File: src/rtl/uart_pkg.sv
// Shared types and defaults for the UART transmit path.
package uart_pkg;

  localparam int unsigned UART_DATA_BITS = 8;

  typedef enum logic {
    IDLE,
    WAIT
  } arb_state_t;

  // Transmitter FSM encoding; prefixed so it can share scope with arb_state_t.
  typedef enum logic [1:0] {
    TX_IDLE,
    TX_START,
    TX_DATA,
    TX_STOP
  } state_t;

endpackage

File: src/rtl/uart_rr_picker.sv
// Combinational round-robin priority encoder: rotate so (last+1) sits at bit 0,
// find the first set bit, then map the offset back to a client index.
module uart_rr_picker #(
  parameter int unsigned NUM_CLIENTS = 4,
  parameter int unsigned ID_W        = $clog2(NUM_CLIENTS)
) (
  input  logic [NUM_CLIENTS-1:0] req,
  input  logic [ID_W-1:0]        last,
  output logic                   grant_valid,
  output logic [ID_W-1:0]        grant_id
);

  logic [NUM_CLIENTS-1:0] rot;
  int unsigned            offset;

  always_comb begin
    rot = '0;
    for (int unsigned i = 0; i < NUM_CLIENTS; i++) begin
      rot[i] = req[(32'(last) + 1 + i) % NUM_CLIENTS];
    end

    // Scan downward so the lowest set offset is the one left standing.
    offset      = 0;
    grant_valid = 1'b0;
    for (int unsigned i = NUM_CLIENTS; i > 0; i--) begin
      if (rot[i-1]) begin
        grant_valid = 1'b1;
        offset      = i - 1;
      end
    end

    grant_id = ID_W'((32'(last) + 1 + offset) % NUM_CLIENTS);
  end

endmodule

File: src/rtl/uart_tx_arbiter.sv
// Round-robin arbiter sharing one UART transmitter among several byte producers,
// with a watchdog that aborts a frame whose tx_done never arrives.
module uart_tx_arbiter
  import uart_pkg::*;
#(
  parameter int unsigned NUM_CLIENTS    = 4,
  parameter int unsigned DATA_BITS      = UART_DATA_BITS,
  parameter int unsigned TIMEOUT_CYCLES = 256
) (
  input  logic                             clk,
  input  logic                             reset,
  input  logic [NUM_CLIENTS-1:0]           req,
  input  logic [NUM_CLIENTS*DATA_BITS-1:0] req_data,
  output logic [NUM_CLIENTS-1:0]           ack,
  output logic                             tx_start,
  output logic [DATA_BITS-1:0]             tx_data,
  input  logic                             tx_done,
  output logic                             busy,
  output logic [$clog2(NUM_CLIENTS)-1:0]   active_id,
  output logic                             timeout_err
);

  localparam int unsigned ID_W  = $clog2(NUM_CLIENTS);
  localparam int unsigned CNT_W = $clog2(TIMEOUT_CYCLES);

  arb_state_t             state_q;
  logic [ID_W-1:0]        last_q;
  logic [CNT_W-1:0]       cnt_q;
  logic [NUM_CLIENTS-1:0] ack_q;
  logic                   tx_start_q;
  logic [DATA_BITS-1:0]   tx_data_q;
  logic                   busy_q;
  logic [ID_W-1:0]        active_id_q;
  logic                   timeout_err_q;

  logic                   grant_valid;
  logic [ID_W-1:0]        grant_id;
  logic [DATA_BITS-1:0]   grant_byte_d;

  uart_rr_picker #(
    .NUM_CLIENTS (NUM_CLIENTS),
    .ID_W        (ID_W)
  ) u_picker (
    .req         (req),
    .last        (last_q),
    .grant_valid (grant_valid),
    .grant_id    (grant_id)
  );

  assign grant_byte_d = req_data[32'(grant_id)*DATA_BITS +: DATA_BITS];

  always_ff @(posedge clk or posedge reset) begin
    if (reset) begin
      state_q       <= IDLE;
      last_q        <= ID_W'(NUM_CLIENTS - 1);
      cnt_q         <= '0;
      ack_q         <= '0;
      tx_start_q    <= 1'b0;
      tx_data_q     <= '0;
      busy_q        <= 1'b0;
      active_id_q   <= '0;
      timeout_err_q <= 1'b0;
    end else begin
      ack_q         <= '0;
      tx_start_q    <= 1'b0;
      timeout_err_q <= 1'b0;
      unique case (state_q)
        IDLE: begin
          if (grant_valid) begin
            tx_data_q   <= grant_byte_d;
            active_id_q <= grant_id;
            ack_q       <= NUM_CLIENTS'(1) << grant_id;
            tx_start_q  <= 1'b1;
            busy_q      <= 1'b1;
            cnt_q       <= '0;
            state_q     <= WAIT;
          end
        end
        WAIT: begin
          cnt_q <= cnt_q + 1'b1;
          // Completion wins over a watchdog expiry landing on the same cycle.
          if (tx_done) begin
            state_q <= IDLE;
            busy_q  <= 1'b0;
            last_q  <= active_id_q;
          end else if (cnt_q == CNT_W'(TIMEOUT_CYCLES - 1)) begin
            timeout_err_q <= 1'b1;
            state_q       <= IDLE;
            busy_q        <= 1'b0;
            last_q        <= active_id_q;
          end
        end
        default: state_q <= IDLE;
      endcase
    end
  end

  assign ack         = ack_q;
  assign tx_start    = tx_start_q;
  assign tx_data     = tx_data_q;
  assign busy        = busy_q;
  assign active_id   = active_id_q;
  assign timeout_err = timeout_err_q;

endmodule
File: config.mk
export PLATFORM = sky130hd
export DESIGN_NAME = uart_tx_arbiter
export DESIGN_NICKNAME = d
export VERILOG_FILES = /design/src/rtl/uart_pkg.sv /design/src/rtl/uart_rr_picker.sv /design/src/rtl/uart_tx_arbiter.sv
export SDC_FILE = /design/constraint.sdc
export NUM_CORES = 1
export LEC_CHECK = 0
export CORE_MARGIN = 1.5
export CORE_UTILIZATION = 43
export DETAILED_ROUTE_END_ITERATION = 7
export GPL_TIMING_DRIVEN = 0
export PLACE_DENSITY_LB_ADDON = 0.1
export SYNTH_ARGS = -nofsm -noshare
export SYNTH_HDL_FRONTEND = slang
export SYNTH_SLANG_ARGS = --single-unit
File: constraint.sdc
create_clock -name clk -period 2.4 [get_ports clk]
set_input_delay 0.48 -clock clk [delete_from_list [all_inputs] [get_ports clk]]
set_output_delay 0.48 -clock clk [all_outputs]
set_load 0.005 [all_outputs]
==> Word-level counts from Yosys, hierarchy flattened <==
Index checks and enable logic that the tools add are counted.
{ "word_totals": {"elab_cells": 63, "register_bits": 28, "input_bits": 39, "output_inout_bits": 17} }
{ "op_classes": {"shifts": 2, "n_mux": 34, "bitwise_logic": 1, "order_cmp": 4, "addsub": 6, "eq_ne": 3, "n_reduce_logical": 4} }
{ "ops": {"columns": ["operator", "count"], "rows": [
  ["$shiftx 32x6->8", 1],
  ["$mux 1", 18],
  ["$pmux 8 s2", 1],
  ["$lt 2x3->1 const B", 4],
  ["$mux 2", 6],
  ["$add 8x1->8 const B", 1],
  ["$bmux 1 s2", 4],
  ["$eq 8x8->1 const B", 1],
  ["$mux 4", 2],
  ["$mux 8", 1],
  ["$reduce_and 2->1", 3],
  ["$add 2x1->2 const B", 2],
  ["$add 2x2->2 const B", 2],
  ["$pmux 1 s2", 2],
  ["$shl 1x2->4 const A", 1],
  ["$ne 3x2->1 const B", 1],
  ["$add 2x2->2", 1],
  ["$ne 2x2->1 const B", 1],
  ["$reduce_bool 2->1", 1],
  ["$not 1->1", 1]
]} }

==> Logic depth before layout (Yosys ltp) <==
{ "depth": {"word_depth": 12, "depth_mapped": 13} }

==> Cells and area by module <==
From an unflattened synthesis, not the netlist that was laid out.
{ "unflattened": {"cells_unflattened": 139, "area_unflattened_um2": 1522.7} }
{ "modules_own_cells": {"columns": ["module", "n_inst", "area_per_inst_um2", "cells_each"], "rows": [
  ["uart_tx_arbiter", 1, 1330.0, 114],
  ["uart_rr_picker", 1, 192.7, 25]
]} }

==> Worst setup path after synthesis <==
OpenSTA, ideal clock, no wires.
{ "synth_path": {"path_type": "register to register", "from": "register last_q[1]", "to": "register tx_data_q[3], in the netlist tx_data[3]", "path_stages_with_launch": 14, "arrival_ns": 2.305, "slack_ns": -0.033, "synth_period_minus_slack_ns": 2.433, "setup_ns": 0.128, "cell_sequence": "dfstp_2 -> buf_6 -> nand2_1 -> a21oi_1 -> nor2_1 -> a211oi_1 -> a21oi_1 -> ha_1 -> buf_6 -> buf_2 -> mux2i_1 -> nor3_1 -> mux2i_1 -> nand3_1"} }
{ "synth_between": {"elab_chain_cells": 10, "elab_cells_between_ends": 23, "classes_between": "add/sub: 5; shift: 1; mux: 16; reduce/logical: 1"} }
{ "synth_lines": {"columns": ["element", "line_no", "rtl"], "rows": [
  ["start: declaration", "uart_tx_arbiter.sv:27", "logic [ID_W-1:0] last_q;"],
  ["start signal: assignment", "uart_tx_arbiter.sv:55", "last_q <= ID_W'(NUM_CLIENTS - 1);"],
  ["start signal: assignment", "uart_tx_arbiter.sv:85", "last_q <= active_id_q;"],
  ["start signal: assignment", "uart_tx_arbiter.sv:90", "last_q <= active_id_q;"],
  ["$add 2x1->2 (*)", "uart_rr_picker.sv:19", "rot[i] = req[(32'(last) + 1 + i) % NUM_CLIENTS];"],
  ["$add 2x2->2", "uart_rr_picker.sv:19", null],
  ["$bmux 1 s2", "uart_rr_picker.sv:19", null],
  ["$mux 1 (implied by the code)", "uart_rr_picker.sv:19", null],
  ["$mux 2 (3 in series)", "uart_rr_picker.sv:26", "if (rot[i-1]) begin"],
  ["$mux 2 (*)", "uart_rr_picker.sv:26", null],
  ["$add 2x2->2 (*)", "uart_rr_picker.sv:32", "grant_id = ID_W'((32'(last) + 1 + offset) % NUM_CLIENTS);"],
  ["via grant_id[0]", "uart_tx_arbiter.sv:37", "logic [ID_W-1:0] grant_id;"],
  ["$shiftx 32x6->8 (*)", "uart_tx_arbiter.sv:50", "assign grant_byte_d = req_data[32'(grant_id)*DATA_BITS +: DATA_BITS];"],
  ["end signal: assignment", "uart_tx_arbiter.sv:70", "tx_data_q <= grant_byte_d;"],
  ["end: declaration", "uart_tx_arbiter.sv:31", "logic [DATA_BITS-1:0] tx_data_q;"]
]} }
Mark *: on every way through the listed nets, which the timed path passes. The rest lies on a longest branch. The select of a mux whose other input is x is not followed.
A chain may end at the register's enable or synchronous reset.

==> Worst setup path in the final report <==
{ "layout_path": {"from": "input port req[3]", "to": "register tx_data_q[3], in the netlist tx_data[3]"} }
{ "layout_between": {"elab_chain_cells": 8, "elab_cells_between_ends": 19, "classes_between": "add/sub: 1; shift: 1; mux: 16; reduce/logical: 1"} }
{ "layout_lines": {"columns": ["element", "line_no", "rtl"], "rows": [
  ["start: declaration", "uart_tx_arbiter.sv:12", "input logic [NUM_CLIENTS-1:0] req,"],
  ["$bmux 1 s2", "uart_rr_picker.sv:19", null],
  ["$mux 1 (implied by the code)", "uart_rr_picker.sv:19", null],
  ["$mux 2 (3 in series)", "uart_rr_picker.sv:26", null],
  ["$mux 2 (*)", "uart_rr_picker.sv:26", null],
  ["$add 2x2->2 (*)", "uart_rr_picker.sv:32", null],
  ["via grant_id[0]", "uart_tx_arbiter.sv:37", null],
  ["$shiftx 32x6->8 (*)", "uart_tx_arbiter.sv:50", null]
]} }
Marked as above.

==> impl.org <==
** Clock tree
- Clk_lat worst skew :: 0.27 ns
- Counting the buffers created by CTS gives 3.
- TritonCTS built the clock tree.
- Clock-pin slew was measured on the worst setup and hold paths at 0.10 ns.
- Root buffer cell :: sky130_fd_sc_hd__clkbuf_8
- Clk sinks :: 28
- Number of buffers between clock root and the deepest sink :: 2
- Deepest level of the CTS H-tree :: 1

** Detailed routing
- Routed wl met2 :: 2.24 mm
- Via count :: 1719
- First-iteration detailed-routing DRC count :: 88
- Uppermost metal layer occupied by signal nets :: met4
- Routed wl met3 :: 135 um
- The detail route stage leaves a number of antenna-violating nets equal to 0.
- The first TritonRoute pass finished after 4 iterations.
- Routed wire length per instance :: 14.1 um
- Detailed-routing wirelength on met1 :: 2.18 mm
- Via-per-instance ratio :: 5.29
- For this run, design rule violations remaining after detail routing come to 0.
- Wires add up to 4.59 mm.

** Pwr
- VDD sags by at most 1.39 mV.
- Power spread over the standard cell area amounts to 1480 mW/mm2.
- For this design the static power due to leakage is 1.25 nW.
- Summing internal, switching and leakage power gives 0.00430 W.

** Timing
- After layout, the worst setup slack is -0.0708 ns.
- Worst slew pin tran :: 1.03 ns
- The worst path in the final design needs a cycle of 2.47 ns, including I/O delays and setup.
- Clock Skew :: 0.00611 ns
- After layout, the worst path uses 103% of the clock period.
- Setup violations remaining at the end of the flow were counted as 7.
- Final slew viol count :: 0
- Setup repair after global routing could not meet its margin everywhere.
- Worst relative slew slack :: 31.4%
- Number of failing hold endpoints at the final stage :: 0
- For this run, the top clock speed supported by timing is 0.405 GHz.
- Worst hold margin :: 0.487 ns

** Cells and area
- The area growth from synthesis to layout is 48.5%.
- Number of inserted diodes :: 0
- Total Nets Final :: 315
- Of the cells placed in the final design, the portion with a size suffix greater than 1 is 24.9%.

** Logic synthesis
- Number of flip-flops and latches in the synthesized netlist :: 28
- For this run, asynchronously set or reset flops after synthesis account for 100%.
- Among all cell types in the netlist, the one instantiated most often is sky130_fd_sc_hd__mux2i_1.
- Cell area after technology mapping :: 0.00195 mm2
- Of all cell types, the one taking the most synthesized area is sky130_fd_sc_hd__dfrtp_1.
- Yosys mapped a number of flops with a built-in enable equal to 0.
- Count of unique library cells instantiated by Yosys :: 36
- Post-synthesis sequential area ratio :: 36.0%
- Top post-synthesis cells by count :: 34 x sky130_fd_sc_hd__mux2i_1, 27 x sky130_fd_sc_hd__nor3_1, 26 x sky130_fd_sc_hd__dfrtp_1
- Leading post-synthesis cells by cell area :: sky130_fd_sc_hd__dfrtp_1 33%, sky130_fd_sc_hd__mux2i_1 17%, sky130_fd_sc_hd__nor3_1 6.9%
- Mean Syn Cell Area :: 9.67 um2
- Synthesized netlist net count :: 243
- Synthesis produced a netlist whose cell count is 202.
- Area share of the largest cell type after synthesis :: 33.3%
- For this run, the number of Yosys warnings is 0.
- In the synthesized netlist the dominant register cell turns out to be sky130_fd_sc_hd__dfrtp_1.

** GRT
- Pin count of the biggest net entering global routing :: 29
- Summed over all layers, the global routing overflow is 0.
- The initial antenna violation count was 0.
- The first global-routing pass estimated 7.39 mm of wire.
- Number of global-route vias before repair :: 1559
- GRT Overall Usage :: 18.4%

** Status
- The run finished, with violations left.
- Violated checks :: negative setup slack

** Floorplan
- Die outline area :: 0.00496 mm2
- For this configuration, the core starts out at a cell density of 44.9%.
- The floorplan step set the die height to 70.4 um.
- The core region is 0.00435 mm2.
- Cell Rows :: 24
- In this run the horizontal extent of the chip is 70.4 um.
- Pin placement for this block handled 56 I/O pins.

** Setup path
- The worst setup path is launched from an input port.
- Crit Path Category :: input port to register
- At the worst endpoint, the arrival time is 2.62 ns.
- STA puts the critical path data required time at 2.55 ns.
- The worst setup path is captured at a register.
- Crit-path max FO :: 11

** Place
- Hpwl dp :: 3.22 mm
- Total of buffers placed on input and output ports :: 55
- Routability-driven placement finished with a final weighted congestion of 0.758.

** Min path
- In this run the worst hold path is classified as register to register.

** Flow run
- The tool flagged a number of max-cap violations equal to 0.
power by group:
| group | switching [W] | internal, W |
|---|---|---|
| Combinational | 0.00144 | 0.00183 |
| Clock | 0.000142 | 0.000147 |
| Sequential | 0.000103 | 0.000644 |
| Total | 0.00168 | 0.00262 |
area by class of cell:
type                    count  area [um2]
plain buffers              14         156
clock buffers               4        55.1
fillers                   366        1450
inverters                   4        15.0
multi-input cells         155        1240
flip-flops and latches     28         703
well taps                  52        65.1
repair buffers             68         668
layout by cell type, fill, tap and decap left out, types with 2 or more instances in the layout:
master                             n
sky130_fd_sc_hd__clkdlybuf4s50_1  51
sky130_fd_sc_hd__dfrtp_1          26
sky130_fd_sc_hd__nor3_1           24
sky130_fd_sc_hd__mux2i_1          22
sky130_fd_sc_hd__nand2_1          19
sky130_fd_sc_hd__nand3_1          15
sky130_fd_sc_hd__nor2_1           12
sky130_fd_sc_hd__buf_4            12
sky130_fd_sc_hd__nor3_2           10
sky130_fd_sc_hd__buf_6             7
sky130_fd_sc_hd__mux2i_2           7
sky130_fd_sc_hd__clkbuf_8          5
sky130_fd_sc_hd__xnor2_4           5
sky130_fd_sc_hd__mux2i_4           5
sky130_fd_sc_hd__a21oi_1           5
sky130_fd_sc_hd__nor2b_1           4
sky130_fd_sc_hd__dlygate4sd2_1     4
sky130_fd_sc_hd__nand4_1           3
sky130_fd_sc_hd__o21ai_0           3
sky130_fd_sc_hd__mux2_2            3
sky130_fd_sc_hd__inv_2             2
sky130_fd_sc_hd__buf_12            2
sky130_fd_sc_hd__o21ai_1           2
sky130_fd_sc_hd__inv_1             2
sky130_fd_sc_hd__nand2b_1          2
sky130_fd_sc_hd__o32ai_1           2
sky130_fd_sc_hd__dfstp_2           2
kinds of logic (layout without fill, tap and decap cells):
kind of cell | count (synthesis) | after routing | synth area share [%]
adder cells (fa/ha/maj) | 2 | 2 | 1.28
XOR/XNOR | 5 | 5 | 5.32
AO/OA/AOI/OAI | 18 | 18 | 5.77
multiplexers | 37 | 37 | 19.2
flip-flops | 28 | 28 | 36.0
buffers and inverters | 19 | 90 | 8.14
AND/OR/NAND/NOR | 93 | 93 | 24.3
path summary, 6_finish.rpt:
path | start | endpoint | slack, ns | cells after the start
max | req[3] | tx_data[3]$_DFFE_PP0P_ | -0.07 | 13
min | cnt_q[4]$_DFFE_PP0P_ | cnt_q[4]$_DFFE_PP0P_ | 0.49 | 1
max reg2reg | last_q[1]$_DFFE_PP1P_ | tx_data[3]$_DFFE_PP0P_ | -0.06 | 12
min reg2reg | cnt_q[4]$_DFFE_PP0P_ | cnt_q[4]$_DFFE_PP0P_ | 0.49 | 1
max in group asynchronous | reset | busy$_DFFE_PP0P_ | 1.02 | 2
min in group asynchronous | reset | timeout_err$_DFF_PP0_ | 0.76 | 2
metrics by stage:
| stage | worst slack (ns) | setup TNS [ns] | std cells | cell area, um2 | utilization, % |
|---|---|---|---|---|---|
| global route | -0.207 | -1.54 | 325 | 2900 | 66.6 |
| floorplan | 0.0392 | 0 | 202 | 1960 | - |
| detailed placement | -0.731 | -8.21 | 309 | 2570 | 59.1 |
| finish | -0.0708 | -0.198 | 325 | 2900 | 66.6 |
| CTS | -0.0585 | -0.361 | 320 | 2790 | 64.1 |
| global placement | -0.685 | -7.50 | 309 | 2570 | 59.1 |
worst max-delay path, cell delays in order:
cell	delay, ns
sky130_fd_sc_hd__dlygate4sd2_1	0.36
sky130_fd_sc_hd__nor2b_1	0.12
sky130_fd_sc_hd__a21oi_2	0.12
sky130_fd_sc_hd__nor2_1	0.04
sky130_fd_sc_hd__a211oi_1	0.22
sky130_fd_sc_hd__a21oi_1	0.07
sky130_fd_sc_hd__ha_2	0.35
sky130_fd_sc_hd__buf_12	0.15
sky130_fd_sc_hd__buf_12	0.14
sky130_fd_sc_hd__mux2i_4	0.25
sky130_fd_sc_hd__nor3_1	0.07
sky130_fd_sc_hd__mux2i_1	0.15
sky130_fd_sc_hd__nand3_1	0.09
sequential cells by signal, summed over array words and instances (netlist names):
| register | flops |
|---|---|
| cnt_q | 8 |
| busy | 1 |
| tx_start | 1 |
| last_q | 2 |
| state_q | 1 |
| tx_data | 8 |
| ack | 4 |
| active_id | 2 |
| timeout_err | 1 |
what timing repair did:
action | in CTS | in global routing
pin swaps | 12 | 8
gates resized for setup | 27 | 11
hold buffers | 0 | 0
hold endpoints to repair | 0 | 0
gates cloned | 1 | 1
setup endpoints to repair | 13 | 13
buffers inserted | 6 | 5
per-layer routing:
metal,GRT usage [%],vias to the layer above
met5,0,-
met4,4.49,0
met3,2.02,2
met2,29.4,43
met1,26.8,813
li1,-,861
Note: power is estimated with default switching activity, not from simulation.
